`src/rtl/dreq_rdma_rd_sched.sv`:
```
// Round-robin read-request scheduler in front of the RDMA read parser, with a
// per-requester outstanding-command cap released by completion pulses.
//
// state   | meaning
// ST_IDLE | arbitrating; one-cycle ready pulse to the granted requester
// ST_SEND | holding the latched request on m_req until the parser accepts it
module dreq_rdma_rd_sched #(
    parameter int N_REQ     = 4,
    parameter int DREQ_BITS = 128,
    parameter int MAX_OUTST = 8,
    parameter int CRED_BITS = 4,
    parameter int ID_BITS   = $clog2(N_REQ)
) (
    input  logic                       aclk,
    input  logic                       areset,
    input  logic [N_REQ-1:0]           s_req_valid,
    output logic [N_REQ-1:0]           s_req_ready,
    input  logic [N_REQ*DREQ_BITS-1:0] s_req_data,
    output logic                       m_req_valid,
    input  logic                       m_req_ready,
    output logic [DREQ_BITS-1:0]       m_req_data,
    output logic [ID_BITS-1:0]         m_req_src,
    input  logic                       cpl_valid,
    input  logic [ID_BITS-1:0]         cpl_id,
    input  logic [N_REQ-1:0]           en,
    output logic [N_REQ*CRED_BITS-1:0] outst,
    output logic                       busy,
    output logic                       err
);

    typedef enum logic {ST_IDLE, ST_SEND} state_t;

    localparam logic [CRED_BITS-1:0] CAP      = CRED_BITS'(MAX_OUTST);
    localparam logic [ID_BITS-1:0]   LAST_IDX = ID_BITS'(N_REQ - 1);

    state_t               state, state_nxt;
    logic [ID_BITS-1:0]   rr_ptr;
    logic [CRED_BITS-1:0] cnt [N_REQ];
    logic [N_REQ-1:0]     elig;
    logic                 gnt_found;
    logic [ID_BITS-1:0]   gnt_idx;
    logic [ID_BITS-1:0]   scan_idx;
    logic                 gnt_fire;
    logic                 snd_done;
    logic [N_REQ-1:0]     inc_v;
    logic [N_REQ-1:0]     dec_v;
    logic [N_REQ-1:0]     under_v;
    logic                 cpl_bad;

    always_comb begin
        elig = '0;
        for (int i = 0; i < N_REQ; i++) begin
            elig[i] = s_req_valid[i] & en[i] & (cnt[i] < CAP);
        end
    end

    // First eligible requester at or after rr_ptr, wrapping modulo N_REQ.
    always_comb begin
        gnt_found = 1'b0;
        gnt_idx   = '0;
        scan_idx  = '0;
        for (int k = 0; k < N_REQ; k++) begin
            scan_idx = ID_BITS'((int'(rr_ptr) + k) % N_REQ);
            if (!gnt_found && elig[scan_idx]) begin
                gnt_found = 1'b1;
                gnt_idx   = scan_idx;
            end
        end
    end

    always_comb begin
        state_nxt   = state;
        s_req_ready = '0;
        gnt_fire    = 1'b0;
        snd_done    = 1'b0;
        case (state)
            ST_IDLE: begin
                if (gnt_found && !areset) begin
                    s_req_ready = N_REQ'(1) << gnt_idx;
                    gnt_fire    = 1'b1;
                    state_nxt   = ST_SEND;
                end
            end
            ST_SEND: begin
                if (m_req_ready) begin
                    snd_done  = 1'b1;
                    state_nxt = ST_IDLE;
                end
            end
            default: state_nxt = ST_IDLE;
        endcase
    end

    assign m_req_valid = (state == ST_SEND);

    always_ff @(posedge aclk or posedge areset) begin
        if (areset) begin
            state      <= ST_IDLE;
            rr_ptr     <= '0;
            m_req_data <= '0;
            m_req_src  <= '0;
        end else begin
            state <= state_nxt;
            if (gnt_fire) begin
                m_req_data <= s_req_data[int'(gnt_idx)*DREQ_BITS +: DREQ_BITS];
                m_req_src  <= gnt_idx;
            end
            if (snd_done) begin
                rr_ptr <= (m_req_src == LAST_IDX) ? '0 : m_req_src + 1'b1;
            end
        end
    end

    // A grant and a completion hitting the same counter cancel out.
    always_comb begin
        inc_v   = '0;
        dec_v   = '0;
        under_v = '0;
        for (int i = 0; i < N_REQ; i++) begin
            inc_v[i]   = gnt_fire && (gnt_idx == ID_BITS'(i));
            dec_v[i]   = cpl_valid && (cpl_id == ID_BITS'(i));
            under_v[i] = dec_v[i] && !inc_v[i] && (cnt[i] == '0);
        end
        cpl_bad = cpl_valid && !(|dec_v);
    end

    always_ff @(posedge aclk or posedge areset) begin
        if (areset) begin
            for (int i = 0; i < N_REQ; i++) begin
                cnt[i] <= '0;
            end
            err <= 1'b0;
        end else begin
            for (int i = 0; i < N_REQ; i++) begin
                if (inc_v[i] && !dec_v[i]) begin
                    cnt[i] <= cnt[i] + 1'b1;
                end else if (dec_v[i] && !inc_v[i] && (cnt[i] != '0)) begin
                    cnt[i] <= cnt[i] - 1'b1;
                end
            end
            if (cpl_bad || (|under_v)) begin
                err <= 1'b1;
            end
        end
    end

    always_comb begin
        outst = '0;
        for (int i = 0; i < N_REQ; i++) begin
            outst[i*CRED_BITS +: CRED_BITS] = cnt[i];
        end
    end

    assign busy = (state != ST_IDLE) || (|outst);

endmodule

```
`config.mk`:
```
export PLATFORM = sky130hd
export DESIGN_NAME = dreq_rdma_rd_sched
export DESIGN_NICKNAME = d
export VERILOG_FILES = /design/src/rtl/dreq_rdma_rd_sched.sv
export SDC_FILE = /design/constraint.sdc
export NUM_CORES = 1
export LEC_CHECK = 0
export CORE_AREA = 2 2 261 263
export CTS_CLUSTER_SIZE = 8
export DETAILED_ROUTE_END_ITERATION = 10
export DIE_AREA = 0 0 263 265
export PLACE_DENSITY_LB_ADDON = 0.25
export SLEW_MARGIN = 30
export SYNTH_ARGS = -nofsm -noshare
export SYNTH_HDL_FRONTEND = slang
export SYNTH_SLANG_ARGS = --single-unit
```
`constraint.sdc`:
```
create_clock -name aclk -period 7.7 [get_ports aclk]
set_clock_uncertainty 0.2 [all_clocks]
set_input_delay 1.54 -clock aclk [delete_from_list [all_inputs] [get_ports aclk]]
set_output_delay 1.54 -clock aclk [all_outputs]
set_load 0.005 [all_outputs]
```
==> results list <==
- The flow ran to the end, and the final reports show no timing, DRC or antenna violations.
- The setup check on the worst reg-to-reg path leaves a slack of 4.13 ns.
* Core ar.: 66800 um2
- Filler cells: 6978
- The die is 265 um tall.
- The routed layout has 9674 vias.
- Gpl congestion: 0.802
* Depth of the CTS H-tree: 4
- In this run, synthesis inferred 0 flip-flops with an integrated enable.
- Wirelength, routed: 46.1 mm
- The first global-routing pass estimated 67.0 mm of wire.
- Across the VDD grid, the largest voltage drop is 0.196 mV.
* Number of nets with antenna violations after detailed routing: 0
- TritonCTS created 17 clock buffers.
* Number of synthesized register bits: 150
- The cell area that synthesis handed to floorplanning was 9230 um2.
- Estimated wirelength of the detail-placed design: 35.7 mm
- For this run, design rule violations remaining after detail routing come to 0.
- Pins over their slew limit: 0
- Part of the total power dissipated in sequential elements: 29.7%
- The via count of the first global-routing pass is 10400.
- Data arrival time of the critical path: 4.04 ns
* Cell accounting for the most synthesized area: sky130_fd_sc_hd__dfrtp_1
* Core occupancy in the finished layout: 26.3%
- The setup path with the least slack is of type primary input to primary output.
- The analysis attributes to cell leakage a power of 6.78 nW.
* Power Density: 279 nW/um2
* Timing-limited maximum frequency: 0.173 GHz
- Max-slew headroom at the worst pin: 30.0%
* Routed wirelength normalized by instance count: 19.4 um
- Synthesis produced 857 cells.
- By instance count, the leading cell after synthesis is sky130_fd_sc_hd__mux2i_1.
- The number of hold-slack violations in the final timing report was 0.
- Area added between synthesis and finish: 90.4%
* Dominant register cell in the synthesized netlist: sky130_fd_sc_hd__dfrtp_1
* Number of cells on the worst hold path: 2
* Internal cell power: 0.00313 W
- Min Tclk post-route: 5.78 ns
- Top cells by area in the synthesized netlist: sky130_fd_sc_hd__dfrtp_1, sky130_fd_sc_hd__mux2i_1, sky130_fd_sc_hd__o221ai_1
- Drt pass-1 iters: 7
* Setup fix buffers added after clock tree synthesis: 0
- Final cell count without fillers: 2377
- Remaining global-route overflow: 0
* Iteration-0 DRC Markers: 336
- Share of post-route cells with drive strength above 1: 3.93%
* # setup viols final: 0
- The number of gates resized after CTS was 0.
* RSZ-0062 raised after global routing: false
- Yosys printed 0 warnings.
- Number of unique standard cell types used by synthesis: 46
* Net count after synthesis: 1396
- Clock tree synthesis found a total of 150 sinks.
* Largest net degree at the start of global routing: 121
- Across the run, the number of max-cap violations was 0.
* Antenna violations before repair: 1
* Worst Setup End Kind: primary output
* Post-placement cell area: 17000 um2
- The die is 263 um wide.
- Combinational cells account for 51.9% of the total power.
* Sequential element share of the synthesized area: 40.7%
- In the final timing run, aggregate negative setup slack is 0 ns.
* Cell Count Post-Placement: 2344
* Min-Delay Path Class: flop to flop
- Maximum clock insertion buffer count: 2
- The die covers 69700 um2.
- The finished cells cover 17600 um2.
- Global routing consumed, over all layers together, 12.9% of the routing resources.
- Of all nets on the critical path, the largest fanout is 21.
- Port buffering added 678 buffers.
- CTS tree: done
- Worst setup SP type: primary input
- Sw Share: 36.1%
- For this design the top-level I/O count stands at 679.
- The clock network burns 18.3% of the power.
* Layout net count: 2030
- Standard-cell rows: 95
- For this design the total switching power over the nets is 0.00177 W.
* Data required time of the critical path: 5.96 ns
- Clock-pin slew on the worst setup and hold paths: 0.06 ns
* Share of the clock period used by the worst path: 75.0%
* Worst slew pin tran: 1.05 ns
- Final Total Pwr: 0.00490 W
- Post-synthesis average cell area: 10.8 um2
- Initial core utilization: 13.8%
* Area share of the largest cell type after synthesis: 40.7%
* Depth of the worst register-to-register path: 9
- CTS placed an instance of sky130_fd_sc_hd__clkbuf_16 at the clock tree root.
- Synth top cells by count: sky130_fd_sc_hd__mux2i_1, sky130_fd_sc_hd__dfrtp_1, sky130_fd_sc_hd__nand2_1
- Of all flip-flops after synthesis, the portion carrying an async set or reset was 100%.
- Using the TritonRoute via totals, the vias-per-cell ratio works out to 4.07.
- In this run, post-CTS hold repair placed 0 buffers.
- Clock insertion delay at the later pin of the skew report: 0.47 ns
## cells by family after synthesis
| logic type | Yosys count | share of synthesized area [%] |
|---|---|---|
| mux | 271 | 29.5 |
| fa+ha+maj | 13 | 2.09 |
| compound gates | 157 | 14.3 |
| xor+xnor | 12 | 1.14 |
| flops | 150 | 40.7 |
| buf+inv | 75 | 3.32 |
| simple gates | 179 | 8.96 |
## worst max-delay path, stage by stage
cell and delay [ns]:
sky130_fd_sc_hd__clkdlybuf4s50_1 0.50, sky130_fd_sc_hd__or2_1 0.30, sky130_fd_sc_hd__a41o_4 0.26, sky130_fd_sc_hd__or4_4 0.74, sky130_fd_sc_hd__nor2_1 0.17, sky130_fd_sc_hd__clkdlybuf4s50_1 0.53
## stage by stage
stage               setup WS [ns]  hold slack (ns)
floorplan                    1.92            0.258
global placement             1.65            0.271
detailed placement           1.61            0.272
CTS                          1.60            0.289
global route                 1.82            0.310
finish                       1.92            0.286
## power by group through the flow
stage	clock (W)	combinational (W)	sequential (W)
detailed placement	0	0.00257	0.00147
CTS	0.000953	0.00258	0.00146
floorplan	0	0.00113	0.00143
global route	0.000979	0.00276	0.00151
finish	0.000899	0.00254	0.00146
global placement	0	0.00257	0.00146
## routing by layer
layer | global-route usage, % | share of wire [%]
met1 | 14.2 | 38
met4 | 3.83 | 1.7
met3 | 4.21 | 7.0
met2 | 23.6 | 53
met5 | 0 | 0.028
## registers in the layout, summed over array words and instances (netlist names)
name	flops
rr_ptr	2
outst	16
m_req_data	128
m_req_src	2
m_req_valid	1
err	1
## worst paths after layout
path / from / end
setup / recovery: areset / s_req_ready[3]
hold / removal: m_req_data[93] / m_req_data[93]
setup reg to reg: outst[7] / outst[15]
hold reg to reg: m_req_data[93] / m_req_data[93]
max in group asynchronous: areset / m_req_data[63]
min in group asynchronous: areset / outst[3]
## cells in the final DEF (no fill, tap or decap), types with 2 or more instances in the layout
cell type / netlist / routed
sky130_fd_sc_hd__clkbuf_16: 0 / 17
sky130_fd_sc_hd__nand2_1: 138 / 138
sky130_fd_sc_hd__inv_6: 0 / 3
sky130_fd_sc_hd__ha_1: 9 / 9
sky130_fd_sc_hd__xor2_1: 10 / 10
sky130_fd_sc_hd__buf_4: 0 / 5
sky130_fd_sc_hd__nand2b_1: 3 / 3
sky130_fd_sc_hd__o21ai_0: 5 / 5
sky130_fd_sc_hd__mux2_2: 9 / 9
sky130_fd_sc_hd__a21o_1: 4 / 4
sky130_fd_sc_hd__clkinvlp_4: 0 / 3
sky130_fd_sc_hd__buf_12: 0 / 3
sky130_fd_sc_hd__nand3_1: 2 / 2
sky130_fd_sc_hd__xnor2_1: 2 / 2
sky130_fd_sc_hd__nor4_1: 3 / 3
sky130_fd_sc_hd__nand3b_4: 3 / 3
sky130_fd_sc_hd__mux2i_1: 262 / 262
sky130_fd_sc_hd__dfrtp_1: 150 / 150
sky130_fd_sc_hd__clkbuf_1: 49 / 2
sky130_fd_sc_hd__and4b_1: 2 / 2
sky130_fd_sc_hd__bufinv_16: 0 / 3
sky130_fd_sc_hd__fa_1: 4 / 4
sky130_fd_sc_hd__nor2_1: 10 / 10
sky130_fd_sc_hd__o221ai_1: 128 / 128
sky130_fd_sc_hd__a21oi_1: 5 / 5
sky130_fd_sc_hd__nand3b_1: 5 / 5
sky130_fd_sc_hd__clkinv_2: 0 / 3
sky130_fd_sc_hd__nor3b_1: 2 / 2
sky130_fd_sc_hd__o21a_1: 2 / 2
sky130_fd_sc_hd__clkdlybuf4s50_1: 0 / 678
## cell type report
| cell class | instances | area (um2) | share of cell area [%] |
|---|---|---|---|
| timing repair buffer | 688 | 6920 | 39.4 |
| antenna | 1 | 2.50 | 0.0142 |
| clock inverter | 12 | 154 | 0.875 |
| tap | 873 | 1090 | 6.21 |
| inverter | 2 | 12.5 | 0.0712 |
| sequential | 150 | 3750 | 21.3 |
| multi-input combinational | 632 | 5210 | 29.6 |
| clock buffer | 19 | 433 | 2.46 |
(Power assumes the default switching activity.)
